===== src/rtl/jpeg_rle_pkg.sv =====
// Shared constants, FSM states and symbol layout for the JPEG run-length stages.
package jpeg_rle_pkg;
    localparam int COEF_W_DEF = 8;
    localparam int LANES_DEF  = 8;
    localparam int BEATS_DEF  = 8;
    localparam int RUN_W      = 6;

    localparam logic [3:0]       ZRL_RUN = 4'd15;
    localparam logic [RUN_W-1:0] MAX_RUN = 6'd15;

    typedef enum logic [1:0] {LOAD, SCAN, ZRL, END} rle_state_t;

    typedef struct packed {
        logic [3:0]            run;
        logic [COEF_W_DEF-1:0] val;
        logic                  dc;
        logic                  eob;
    } rle_sym_t;
endpackage


===== src/rtl/rle_block_sequencer_if.sv =====
// Beat input and symbol output handshakes of the RLE block sequencer.
interface rle_block_sequencer_if
    import jpeg_rle_pkg::*;
#(
    parameter int COEF_W = COEF_W_DEF,
    parameter int LANES  = LANES_DEF
);
    logic [LANES*COEF_W-1:0] in_data;
    logic                    in_valid;
    logic                    in_ready;
    logic [3:0]              out_run;
    logic [COEF_W-1:0]       out_val;
    logic                    out_dc;
    logic                    out_eob;
    logic                    out_valid;
    logic                    out_ready;
    logic                    block_done;

    modport master (
        output in_data, in_valid, out_ready,
        input  in_ready, out_run, out_val, out_dc, out_eob, out_valid, block_done
    );

    modport slave (
        input  in_data, in_valid, out_ready,
        output in_ready, out_run, out_val, out_dc, out_eob, out_valid, block_done
    );
endinterface


===== src/rtl/rle_lane_mask.sv =====
// Per-lane nonzero flags of one beat; bit i is lane i (lane 0 sits in the MSBs).
module rle_lane_mask
    import jpeg_rle_pkg::*;
#(
    parameter int COEF_W = COEF_W_DEF,
    parameter int LANES  = LANES_DEF
) (
    input  logic [LANES*COEF_W-1:0] data,
    output logic [LANES-1:0]        mask
);
    always_comb begin
        mask = '0;
        for (int i = 0; i < LANES; i++) begin
            mask[i] = |data[(LANES-1-i)*COEF_W +: COEF_W];
        end
    end
endmodule


===== src/rtl/rle_block_sequencer.sv =====
// Walks a 64-coefficient block one lane per cycle and emits JPEG (run, value)
// symbols with ZRL and EOB insertion, the zero run carried across beats.
module rle_block_sequencer
    import jpeg_rle_pkg::*;
#(
    parameter int COEF_W = COEF_W_DEF,
    parameter int LANES  = LANES_DEF,
    parameter int BEATS  = BEATS_DEF
) (
    input logic                 clk,
    input logic                 rst,
    rle_block_sequencer_if.slave bus
);
    localparam int LANE_W = $clog2(LANES);
    localparam int BEAT_W = $clog2(BEATS);

    rle_state_t              state, next_state;
    logic [LANE_W-1:0]       lane, lane_next;
    logic [BEAT_W-1:0]       beat, beat_next;
    logic [RUN_W-1:0]        run, run_next, run_less_zrl;
    logic [LANES*COEF_W-1:0] beat_data;
    logic [LANES-1:0]        nz_mask;
    logic [COEF_W-1:0]       coef;
    rle_sym_t                sym, sym_next;
    logic                    out_valid_q, block_done_q;
    logic                    emit, load_beat, done_next;
    logic                    stall, lane_nz, is_dc, last_lane, last_beat;

    rle_lane_mask #(.COEF_W(COEF_W), .LANES(LANES)) u_mask (
        .data (beat_data),
        .mask (nz_mask)
    );

    // A symbol waiting on a busy consumer freezes the whole sequencer.
    assign stall        = out_valid_q && !bus.out_ready;
    assign coef         = beat_data[(LANES-1-int'(lane))*COEF_W +: COEF_W];
    assign lane_nz      = nz_mask[lane];
    assign is_dc        = (beat == '0) && (lane == '0);
    assign last_lane    = lane == LANE_W'(LANES-1);
    assign last_beat    = beat == BEAT_W'(BEATS-1);
    assign run_less_zrl = run - RUN_W'(16);

    always_ff @(posedge clk or posedge rst) begin
        if (rst) state <= LOAD;
        else     state <= next_state;
    end

    always_comb begin
        next_state = state;
        if (!stall) begin
            unique case (state)
                LOAD: if (bus.in_valid) next_state = SCAN;
                SCAN: begin
                    if (lane_nz && !is_dc && run > MAX_RUN) next_state = ZRL;
                    else if (last_lane)                     next_state = last_beat ? END : LOAD;
                end
                ZRL:  if (run_less_zrl <= MAX_RUN) next_state = SCAN;
                END:  if (run == '0) next_state = LOAD;
                default: next_state = LOAD;
            endcase
        end
    end

    // END emits EOB first and clears run, so the following END cycle (slot free)
    // is the one in which the last symbol of the block has been accepted.
    always_comb begin
        lane_next = lane;
        beat_next = beat;
        run_next  = run;
        sym_next  = sym;
        emit      = 1'b0;
        load_beat = 1'b0;
        done_next = 1'b0;
        if (!stall) begin
            unique case (state)
                LOAD: begin
                    if (bus.in_valid) begin
                        load_beat = 1'b1;
                        lane_next = '0;
                    end
                end
                SCAN: begin
                    if (is_dc) begin
                        emit     = 1'b1;
                        sym_next = '{run: 4'd0, val: coef, dc: 1'b1, eob: 1'b0};
                        run_next = '0;
                    end else if (!lane_nz) begin
                        run_next = run + RUN_W'(1);
                    end else if (run <= MAX_RUN) begin
                        emit     = 1'b1;
                        sym_next = '{run: run[3:0], val: coef, dc: 1'b0, eob: 1'b0};
                        run_next = '0;
                    end
                    if (is_dc || !lane_nz || run <= MAX_RUN) begin
                        lane_next = lane + LANE_W'(1);
                        if (last_lane && !last_beat) beat_next = beat + BEAT_W'(1);
                    end
                end
                ZRL: begin
                    emit     = 1'b1;
                    sym_next = '{run: ZRL_RUN, val: '0, dc: 1'b0, eob: 1'b0};
                    run_next = run_less_zrl;
                end
                END: begin
                    if (run != '0) begin
                        emit     = 1'b1;
                        sym_next = '{run: 4'd0, val: '0, dc: 1'b0, eob: 1'b1};
                        run_next = '0;
                    end else begin
                        done_next = 1'b1;
                        beat_next = '0;
                        lane_next = '0;
                    end
                end
                default: ;
            endcase
        end
    end

    always_ff @(posedge clk or posedge rst) begin
        if (rst) begin
            lane         <= '0;
            beat         <= '0;
            run          <= '0;
            beat_data    <= '0;
            sym          <= '0;
            out_valid_q  <= 1'b0;
            block_done_q <= 1'b0;
        end else begin
            lane         <= lane_next;
            beat         <= beat_next;
            run          <= run_next;
            sym          <= sym_next;
            block_done_q <= done_next;
            if (load_beat) beat_data   <= bus.in_data;
            if (!stall)    out_valid_q <= emit;
        end
    end

    assign bus.in_ready   = (state == LOAD) && !stall && !rst;
    assign bus.out_run    = sym.run;
    assign bus.out_val    = sym.val;
    assign bus.out_dc     = sym.dc;
    assign bus.out_eob    = sym.eob;
    assign bus.out_valid  = out_valid_q;
    assign bus.block_done = block_done_q;
endmodule


===== src/flat_wrapper.sv =====
// flat-port wrapper written by rule: the top's interface ports become plain ports
module rle_block_sequencer_flat import jpeg_rle_pkg::*;
#(
    parameter int COEF_W = COEF_W_DEF,
    parameter int LANES  = LANES_DEF,
    parameter int BEATS  = BEATS_DEF
)
  (clk, rst, bus_in_data, bus_in_valid, bus_out_ready, bus_in_ready, bus_out_run, bus_out_val, bus_out_dc, bus_out_eob, bus_out_valid, bus_block_done);
  rle_block_sequencer_if #(.COEF_W(COEF_W), .LANES(LANES)) bus_i ();
  input logic clk;
  input logic rst;
  input wire logic [$bits(bus_i.in_data)-1:0] bus_in_data;
  input wire logic [$bits(bus_i.in_valid)-1:0] bus_in_valid;
  input wire logic [$bits(bus_i.out_ready)-1:0] bus_out_ready;
  output wire logic [$bits(bus_i.in_ready)-1:0] bus_in_ready;
  output wire logic [$bits(bus_i.out_run)-1:0] bus_out_run;
  output wire logic [$bits(bus_i.out_val)-1:0] bus_out_val;
  output wire logic [$bits(bus_i.out_dc)-1:0] bus_out_dc;
  output wire logic [$bits(bus_i.out_eob)-1:0] bus_out_eob;
  output wire logic [$bits(bus_i.out_valid)-1:0] bus_out_valid;
  output wire logic [$bits(bus_i.block_done)-1:0] bus_block_done;
  assign bus_i.in_data = bus_in_data;
  assign bus_i.in_valid = bus_in_valid;
  assign bus_i.out_ready = bus_out_ready;
  assign bus_in_ready = bus_i.in_ready;
  assign bus_out_run = bus_i.out_run;
  assign bus_out_val = bus_i.out_val;
  assign bus_out_dc = bus_i.out_dc;
  assign bus_out_eob = bus_i.out_eob;
  assign bus_out_valid = bus_i.out_valid;
  assign bus_block_done = bus_i.block_done;
  rle_block_sequencer #(.COEF_W(COEF_W), .LANES(LANES), .BEATS(BEATS)) u_core (.clk(clk), .rst(rst), .bus(bus_i));
endmodule

===== config.mk =====
export PLATFORM = sky130hd
export DESIGN_NAME = rle_block_sequencer_flat
export DESIGN_NICKNAME = d
export VERILOG_FILES = /design/src/rtl/jpeg_rle_pkg.sv /design/src/rtl/rle_block_sequencer_if.sv /design/src/rtl/rle_lane_mask.sv /design/src/rtl/rle_block_sequencer.sv /design/src/flat_wrapper.sv
export SDC_FILE = /design/constraint.sdc
export NUM_CORES = 1
export LEC_CHECK = 0
export BUFFER_PORTS_ARGS = -buffer_cell sky130_fd_sc_hd__buf_4
export CORE_AREA = 2 2 100 102
export CTS_CLUSTER_SIZE = 30
export DETAILED_ROUTE_END_ITERATION = 16
export DIE_AREA = 0 0 102 104
export PLACE_DENSITY_LB_ADDON = 0.08
export SKIP_CTS_REPAIR_TIMING = 1
export SYNTH_ARGS = -nofsm -noshare
export SYNTH_HDL_FRONTEND = slang
export SYNTH_SLANG_ARGS = --single-unit
export TNS_END_PERCENT = 100

===== constraint.sdc =====
create_clock -name clk -period 2.6 [get_ports clk]
set_input_delay 0.26 -clock clk [delete_from_list [all_inputs] [get_ports clk]]
set_output_delay 0.26 -clock clk [all_outputs]
set_load 0.01 [all_outputs]

After elaboration in Yosys (flattened, before gate mapping). Index checks and enable logic that the tools add are counted.

Reductions and logical operators: 36. Bitwise operators: 1. Multiplexer cells: 37. Shift operators: 1. Equality and inequality tests: 16. $lt $le $gt $ge: 4. $add $sub $neg: 5.

Operator list (number): $reduce_or A8 Y1 (8); $shiftx A64 B32 Y8 (1); $mux W14 (4); $pmux W14 S3 (1); $mux W6 (4); $reduce_and A5 Y1 (4); $pmux W6 S3 (1); $mux W3 (5); $le A6 B4 Y1 const B (2); $mux W2 (6); $mux W1 (11); $ne A2 B1 Y1 const B (5); $ne A3 B1 Y1 const B (3); $pmux W3 S3 (1); $pmux W2 S4 (1); $logic_and A1 B1 Y1 (7); $add A3 B1 Y3 const B (2); $add A6 B1 Y6 const B (1); $eq A3 B3 Y1 const B (2); $gt A6 B4 Y1 const B (1); $logic_not A1 Y1 (6); $logic_not A3 Y1 (2); $logic_not A6 Y1 (1); $pmux W3 S2 (1); 16 further kinds (20).

Output and inout bits: 17. Flip-flop bits (word level): 94. Logic and storage cells: 111. Bits of input ports: 68.

Longest topological paths before layout. Gate-level depths: netlist of the first run.

Depth after elaboration: 8. Gate-level depth with buffers: 10. Depth with buffers taken out: 8.

Hierarchy. A second synthesis of the first run with hierarchy kept.

Cells, all modules: 379. Area, all modules: 4895.9 um^2.

By module, submodules not included: rle_block_sequencer (area each 4765.8 um^2, cells each 355, instances 1, seq. area each 2352.3 um^2); rle_lane_mask (area each 130.1 um^2, cells each 24, instances 1, seq. area each 0.0 um^2).

Worst setup path before layout of the first run. OpenSTA, ideal clock, no wires.

Kind: register to register. Start point: register u_core.lane[0]. End point: register u_core.run[0]. Path buffers: 3. Clock period less this slack: 2.511 ns. Setup time: 0.125 ns. Slack: 0.089 ns. Data arrival time: 2.386 ns. Required time: 2.475 ns. Stages on the path, launching flop included: 11. Cell sequence: dfrtp_1 -> buf_6 -> buf_2 -> buf_2 -> inv_1 -> ha_1 -> and4bb_2 -> nor2_1 -> and4_4 -> or3b_4 -> mux2_4.

Word-level cells in the longest chain between the ends: 5. Elaborated cells on any way between the ends: 9. Those cells by class: 1 x eq/ne; 5 x mux; 3 x reduce/logical.

Ends and longest elaborated chain: start, declared (line rle_block_sequencer.sv:18) `logic [LANE_W-1:0] lane, lane_next;`; start signal, assigned (line rle_block_sequencer.sv:130) `lane <= lane_next;`; $bmux W1 S3 (line rle_block_sequencer.sv:37) `assign lane_nz = nz_mask[lane];`; $mux W1 (implied by the code) (line rle_block_sequencer.sv:37); $mux W6 (line rle_block_sequencer.sv:87) `end else if (!lane_nz) begin`; $mux W6 (line rle_block_sequencer.sv:83) `if (is_dc) begin`; $pmux W6 S3 (line rle_block_sequencer.sv:75) `unique case (state)`; end signal, assigned (line rle_block_sequencer.sv:132) `run <= run_next;`; end, declared (line rle_block_sequencer.sv:20) `logic [RUN_W-1:0] run, run_next, run_less_zrl;`.

Several ways; a longest one is shown, not always the timed one. The select of a mux whose other input is x is not followed. A chain may end at the register's enable or synchronous reset.

Worst setup path in the final report of the first run. Same ends and word-level chain as after synthesis.

==> results by stage, run 1 <==
Final layout:
- The most common library cell in the layout ignoring fill and taps is buf_4.
- In the layout the commonest cells are buf_4 (102), dfrtp_1 (94), mux2_2 (65).
- The final layout contains 548 nets.
- The number of antenna diodes in the final layout is 0.
- The post-route netlist has 44.1% of its cells at a drive strength greater than 1.
- The final cell count without fillers is 607.
- The layout-stage area growth over the synthesis result is 23.8%.
- The total non-filler cell area in the finished layout is 5860 um2.

Worst setup path:
- The worst register-to-register path begins at u_core.lane[0].
- The category of cells accounting for the largest share of critical-path delay is simple AND/OR/NAND/NOR gates.
- The data required time at the worst endpoint is 2870 ps.
- STA classifies the critical path endpoint as a register.
- Traced cell by cell, the critical path runs through buf_4 -> nor4b_2 -> a32oi_1 -> a32o_1 -> and4_4 -> or3b_4 -> mux2_4.
- Across all register-to-register paths, the minimum setup slack is 130 ps.
- The category of the worst setup path launch point is a register.
- For this design, the slowest cell found on the critical path is dfrtp_1.
- For the worst flop-to-flop path, the logic depth is 7.
- The path type of the worst setup path is reg -> reg.
- The buffer and inverter count on the worst path is 1.
- In this design, the stage delay of the slowest critical-path cell is 510 ps.
- Of all nets on the critical path, the largest fanout is 10.
- The critical path data arrival time is 2740 ps.
- The reg-to-reg endpoint is u_core.run[0].

Synth:
- The count of mapped cells out of synthesis is 374.
- After synthesis, flip-flops and latches occupy 49.7% of the total area.
- The count of distinct cell types in the synthesized netlist is 52.
- In the synthesized netlist the async set-or-reset flop fraction comes to 100%.
- Counting flops with a built-in enable in the synthesized netlist gives 0.
- The most used flip-flop cell after synthesis is dfrtp_1.
- The count of warnings emitted by yosys is 0.
- The synthesized netlist occupies a cell area of 4730 um2.
- The number of synthesized register bits is 94.
- Synthesis produced a netlist with a net count of 452.
- Dividing the synthesized area by the synthesized cell count gives 12.6 um2.

Hold path:
- The min-delay analysis places its worst path in the category in -> reg.
- The hold path startpoint is bus_in_data[43].
- The instance count along the most critical hold path is 2.
- The worst hold path terminates at u_core.beat_data[43].

Clock network:
- Clock-pin slew was measured on the worst setup and hold paths at 100 ps.
- TritonCTS created 9 clock buffers.
- In this run the deepest clock path goes through 2 buffers.
- Counting every sink on the clock net gives 94.
- TritonCTS built the clock tree.
- The depth of the CTS H-tree is 3.
- The clock tree root buffer cell is clkbuf_8.
- For the worst-skew pair, the clock arrives at the later sink with an insertion delay of 370 ps.

Power:
- The leakage power total is 2.70 nW.
- The worst IR drop on VDD is 0.516 mV.
- Dividing total power by cell area gives a power density of 1150 nW/um2.

Floorplan:
- The width of the chip is 102 um.
- For this configuration, the core starts out at a cell density of 49.5%.
- The die covers 10600 um2.
- The vertical die dimension is 104 um.
- The count of pins on the block boundary is 85.
- The core region is 9550 um2.
- The number of core rows is 36.

Placement:
- Buffers placed on the I/O ports in this run total 84.
- The total cell area at the placement stage is 5600 um2.
- Summed over all nets, the half-perimeter wirelength after detailed placement is 8330 um.
- After detailed placement, the design holds a cell count of 591.
- Routability-driven placement finished with a final weighted congestion of 0.873.

STA:
- The clock skew is 13.5 ps.
- For the pin with the worst max-slew slack, the measured transition is 581 ps.
- The final critical delay including setup and external delays is 2470 ps.
- The share of the clock period used by the worst path is 95.0%.
- The final hold violation count is 0.
- Measured against its own limit, the worst slew margin works out to 61.2%.
- Setup repair after global routing left no endpoint under its margin.
- Based on the critical path, the design can be clocked at up to 0.405 GHz.
- Setup violations remaining at the end of the flow were counted as 0.
- The number of pins exceeding their max-slew limit in the final report was 0.
- The setup TNS after final layout is 0 ps.

GRT:
- Summed over all layers, the global routing overflow is 0.
- The number of antenna violations at the first check in global routing was 0.
- The global-route usage over all layers is 22.2%.
- The global-route wire length before repair is 18300 um.
- The via count of the first global-routing pass is 3419.
- Entering global routing, the biggest net connects 65 pins.

Run:
- The count of max-cap constraint violations is 0.

Detailed routing:
- The mean number of vias per cell is 5.72.
- For this block, the initial DRC count from the detailed router was 138.
- The via count of the routed design is 3470.
- The total wire length is 11000 um.
- The number of detailed-route iterations in the first pass is 4.
- The detail route stage leaves a number of antenna-violating nets equal to 0.
- Dividing the detail-routed wire length by the instance count gives 18.1 um.
- After detailed routing, the number of remaining DRC violations is 0.

Run status:
- The flow ran to the end, and the final reports show no timing, DRC or antenna violations.
-- sequential cells by signal, indices dropped and copies added (netlist names), 2 cells and up --
signal / count
u_core.state: 2
u_core.beat: 3
u_core.beat_data: 64
u_core.run: 6
u_core.lane: 3
u_core.bus.out_val: 8
u_core.bus.out_run: 4
-- final cells by class --
| type | instances | area, um2 |
|---|---|---|
| Sequential cell | 94 | 2350 |
| Clock buffer | 10 | 138 |
| Multi-Input combinational cell | 250 | 2250 |
| Clock inverter | 5 | 108 |
| Inverter | 11 | 45.0 |
| Timing Repair Buffer | 104 | 796 |
| Fill cell | 813 | 3690 |
| Tap cell | 133 | 166 |
-- logic make-up after synthesis --
kind of cell,after synthesis,synth area share [%]
and+or+nand+nor,92,10.5
adders and majority gates,10,2.65
muxes,92,25.5
buffers and inverters,30,2.65
AOI/OAI and AO/OA,56,8.89
DFF,94,49.7
-- per-layer routing --
| metal | global-route usage (%) | part of all wire (%) |
|---|---|---|
| met1 | 33.7 | 47 |
| met4 | 6.57 | 1.5 |
| met2 | 32.2 | 47 |
| met5 | 0 | 0 |
| met3 | 4.50 | 4.5 |
-- power breakdown --
part	total, mW	switching (mW)	internal, mW
Sequential	2.76	0.640	2.12
Combinational	2.79	1.20	1.59
Clock	1.19	0.528	0.664
Total	6.75	2.37	4.38
-- worst max-delay path by stage --
stage / startpoint / to / slack (ps) / cells after the start
floorplan: u_core.lane[0] / u_core.run[0] / 90 / 10
finish: u_core.lane[0] / u_core.run[0] / 130 / 7
global route: u_core.lane[0] / u_core.run[0] / 10 / 7
CTS: u_core.lane[0] / u_core.run[0] / 140 / 7
detailed placement: u_core.lane[0] / u_core.run[0] / 160 / 7
global placement: u_core.lane[0] / u_core.run[0] / 180 / 7
-- cells in the mapped netlist, types with 3 or more instances --
cell / number / area, um2
dfrtp_1: 94 / 2350
o2bb2ai_1: 5 / 43.8
mux4_2: 16 / 360
a32oi_1: 4 / 35.0
mux2i_1: 10 / 100
a32o_1: 3 / 30.0
o21ai_0: 11 / 55.1
nand3_1: 9 / 45.0
clkbuf_1: 13 / 48.8
buf_2: 4 / 20.0
inv_1: 10 / 37.5
nor2_1: 29 / 109
a31oi_1: 4 / 25.0
nand2_1: 11 / 41.3
nor3_1: 13 / 65.1
nor4b_1: 3 / 26.3
mux2_2: 65 / 732
ha_1: 10 / 125
a21o_1: 9 / 67.6
nor4_1: 9 / 56.3
-- metrics by stage --
stage | hold WS [ps] | total power, mW | setup WS, ps | utilization [%]
4_1_cts | -33.2 | 6.76 | 141 | 61.2
2_1_floorplan | 411 | 4.57 | 89.1 | -
3_3_place_gp | 359 | 5.48 | 180 | 58.6
5_1_grt | 93.6 | 7.21 | 10.1 | 61.3
3_5_place_dp | 374 | 5.58 | 164 | 58.6
6_report | 118 | 6.75 | 129 | 61.3
No activity file was read; power rests on OpenSTA's default activity.
==> run 2: changes to the inputs <==
--- a/config.mk
+++ b/config.mk
@@ -6,13 +6,15 @@
 export NUM_CORES = 1
 export LEC_CHECK = 0
 export BUFFER_PORTS_ARGS = -buffer_cell sky130_fd_sc_hd__buf_4
-export CORE_AREA = 2 2 100 102
+export CORE_AREA = 2 2 98 100
 export CTS_CLUSTER_SIZE = 30
 export DETAILED_ROUTE_END_ITERATION = 16
-export DIE_AREA = 0 0 102 104
+export DIE_AREA = 0 0 100 102
+export HOLD_SLACK_MARGIN = 0.02
 export PLACE_DENSITY_LB_ADDON = 0.08
 export SKIP_CTS_REPAIR_TIMING = 1
 export SYNTH_ARGS = -nofsm -noshare
 export SYNTH_HDL_FRONTEND = slang
+export SYNTH_HIERARCHICAL = 1
 export SYNTH_SLANG_ARGS = --single-unit
 export TNS_END_PERCENT = 100
==> constraint.sdc (replaced) <==
create_clock -name clk -period 3.2 [get_ports clk]
set_input_delay 0.32 -clock clk [delete_from_list [all_inputs] [get_ports clk]]
set_output_delay 0.32 -clock clk [all_outputs]
set_load 0.01 [all_outputs]
==> run 2 against run 1 <==
Setup slack better by 510 ps. Register-to-register slack improved by 510 ps. Critical path depth shrank 1.
==> results by stage, run 2 <==
STA:
- Setup violations remaining at the end of the flow were counted as 0.
- In this run the tightest slew margin relative to its limit is 54.5%.
- The final hold violation count is 0.
- Timing would allow up to 0.390 GHz.
- The worst path in the final design needs a cycle of 2560 ps, including I/O delays and setup.
- Setup repair after global routing left no endpoint under its margin.
- The share of the clock period used by the worst path is 80.1%.
- The final worst setup slack is 637 ps.
- The clock skew is 10.6 ps.
- Adding up every negative setup slack in the final design gives 0 ps.
- The number of pins exceeding their max-slew limit in the final report is 0.
- For the pin with the worst max-slew slack, the measured transition is 679 ps.

Run status:
- The flow ran to the end, and the final reports show no timing, DRC or antenna violations.

Floorplan:
- The vertical die dimension is 102 um.
- Measured along the x axis, the die boundary spans 100 um.
- The area of the die is 10200 um2.
- The starting utilization of the core area is 53.8%.
- The number of core rows is 35.
- The area of the core region is 9110 um2.
- In this run the count of I/O pins placed on the die edge is 85.

Worst setup path:
- The setup path with the least slack is of type reg -> reg.
- The launching point of the worst reg2reg path is u_core/lane[0].
- The critical path data arrival time is 2810 ps.
- Walking the worst path, the cells encountered are buf_4 -> mux2i_1 -> nand3_1 -> and3_1 -> a21oi_4 -> mux2_2.
- The critical path runs through a total of 6 cells.
- The category of the worst setup path launch point is a register.
- Broken down by cell family, the worst path's largest delay share belongs to multiplexers.
- The worst register-to-register path ends at u_core/bus.out_val[5].
- For the worst setup path, the data required time is 3450 ps.
- For this design, the slowest cell found on the critical path is dfrtp_1.
- The number of cells on the worst reg-to-reg path is 6.
- The critical path startpoint is u_core/lane[0].
- The category of the worst setup path capture point is a register.
- The largest fanout on the critical path is 12.
- The number of buffers and inverters on the critical path is 1.
- The critical path ends at u_core/bus.out_val[5].
- The flop-to-flop setup slack is 640 ps.
- For this run, the slowest stage of the critical path takes 540 ps.

Clock network:
- The insertion delay to the later sink of the worst-skew pair is 360 ps.
- TritonCTS built the clock tree.
- The post-CTS clock slew at the launch and capture registers of the worst setup and hold paths is 90 ps.
- Clock tree synthesis inserted a total of 9 buffers.
- The tree built by TritonCTS fans out to 94 sinks.
- The maximum clock path buffer count is 2.
- The depth of the CTS H-tree is 3.
- The cell sitting at the root of the clock tree is a clkbuf_8.

Synth:
- The proportion of synthesized area in mux cells is 29.5%.
- In the synthesized netlist the async set-or-reset flop fraction comes to 100%.
- The complex-gate fraction of the synthesized area is 6.39%.
- After synthesis, the largest family of logic cells by area is multiplexers.
- The simple-gate portion of the synthesized area is 9.35%.
- The post-synth net total is 457.
- For this run, the number of Yosys warnings is 6.
- Of the total synthesized cell area, the portion taken by XOR and XNOR cells is 0%.
- The cell count after synthesis came out at 379.
- After synthesis the cells add up to 4900 um2.
- The arithmetic-cell share of the synthesized area counting full adders, half adders and majority gates is 2.56%.
- The post-synthesis average cell area is 12.9 um2.
- The count of distinct cell types in the synthesized netlist is 49.
- The top flip-flop cell by instance count after synthesis is dfrtp_1.
- Yosys instantiated no cell more often than dfrtp_1.
- The post-synthesis sequential area ratio is 48.0%.
- The proportion of netlist area held by the largest area contributor is 48.0%.
- The synthesized design contains 0 enable-type register cells.
- The biggest area consumer among synthesized cells is dfrtp_1.
- In the post-synthesis netlist, the biggest area contributors are dfrtp_1 (48%), mux2_2 (16%), mux4_1 (4.3%).
- Counting instances in the post-synthesis netlist gives the leading cell types as dfrtp_1 (94), mux2_2 (68), mux2i_1 (20), nand2_1 (20), nor2_1 (19).
- Counting flops and latches in the post-synthesis netlist gives 94.

GRT:
- The pin count of the biggest net entering global routing is 65.
- The via count of the first global-routing pass was 3471.
- The total congestion overflow after global routing is 0.
- The met3 track demand over resource is 3.28%.
- The number of antenna violations at the first check in global routing is 0.
- met2 is the most crowded layer.
- The global-route wire length before repair is 17500 um.
- For met2 alone, demand over resource in global routing was 34.2%.
- For met1 alone, demand over resource in global routing was 31.6%.
- Global routing consumed, over all layers together, 22.1% of the routing resources.

Run:
- The count of max-cap constraint violations is 0.

Detailed routing:
- The wire length per cell after detailed routing is 18.1 um.
- The count of nets left with antenna violations once routing finished came out at 0.
- After detailed routing, the number of remaining DRC violations is 0.
- The final layout contains routed wiring with a total length of 10400 um.
- The mean number of vias per cell is 5.86.
- The first detailed-routing pass took 4 iterations.
- The routed layout has 3375 vias.
- The count of routing violations after the opening detailed-route iteration is 152.

Power:
- Across the VDD grid, the largest voltage drop is 0.398 mV.
- Power spread over the standard cell area amounts to 863 nW/um2.
- The total design power is 4.97 mW.
- The net switching power is 1.74 mW.
- The clock network power share is 14.0%.
- In this run switching power makes up 35.1% of total power.
- The share of total power dissipated in sequential elements is 44.8%.
- The analysis attributes to cell leakage a power of 2.65 nW.
- Combinational cells account for 41.2% of the total power.
- The internal power of the cells totals 3.23 mW.

Placement:
- The HPWL after detailed placement is 7910 um.
- The port buffer count is 84.
- The worst slack at placement is 631 ps.
- The final RePlAce weighted congestion is 0.854.

Final layout:
- The layout-stage area growth over the synthesis result is 17.7%.
- The number of antenna diodes is 0.
- More flip-flops sit in one register than any other, and that register is u_core/beat_data.
- Cells fill 63.3% of the core in the end.
- The most common library cell in the layout ignoring fill and taps is dfrtp_1.
- Cells with a size suffix above 1 make up 42.4% of the layout.
- In the layout the commonest cells are dfrtp_1 (94), buf_4 (90), mux2_2 (68).
- In the final design database the tool counted 539 nets.
- The number of flip-flops under the largest register name is 64.

Hold path:
- The class of the worst hold path is in -> async.
[run 2: layout make-up]
class | instances | area (um2)
Clock inverter | 5 | 36.3
Clock buffer | 10 | 128
Fill cell | 767 | 3350
Tap cell | 111 | 139
Inverter | 17 | 65.1
Timing Repair Buffer | 91 | 696
Multi-Input combinational cell | 248 | 2350
Sequential cell | 94 | 2350
[run 2: worst min-delay path by stage]
stage	startpoint	end	slack (ps)	depth (start not counted)
2_1_floorplan	bus_in_data[0]	u_core/beat_data[0]	470	1
3_3_place_gp	rst	u_core/bus.block_done	450	2
3_5_place_dp	rst	u_core/beat_data[42]	450	2
4_1_cts	rst	u_core/beat_data[60]	50	2
5_1_grt	rst	u_core/bus.block_done	80	2
6_report	rst	u_core/state[1]	40	2
[run 2: power by group through the flow]
stage | registers [mW] | clock network, mW | logic [mW]
6_report | 2.23 | 0.697 | 2.05
5_1_grt | 2.30 | 0.770 | 2.24
4_1_cts | 2.22 | 0.719 | 2.07
3_5_place_dp | 2.25 | 0 | 2.06
3_3_place_gp | 2.22 | 0 | 2.01
2_1_floorplan | 2.02 | 0 | 1.70
[run 2: cells by family after synthesis]
logic type,count (synthesis)
AOI/OAI and AO/OA,42
adders and majority gates,10
buffers and inverters,37
DFF,94
muxes,110
and+or+nand+nor,86
[run 2: stage by stage]
stage	instance area, um2	instances	hold slack, ps
floorplan	4900	379	471
global placement	5600	561	446
detailed placement	5600	561	452
CTS	5760	576	53.8
global route	5760	576	80.4
finish	5760	576	35.5
[run 2: layer usage]
layer / up-vias / routed length (um)
li1: 1579 / -
met1: 1695 / 4820
met2: 87 / 5080
met3: 14 / 378
met4: 0 / 172
met5: - / 0
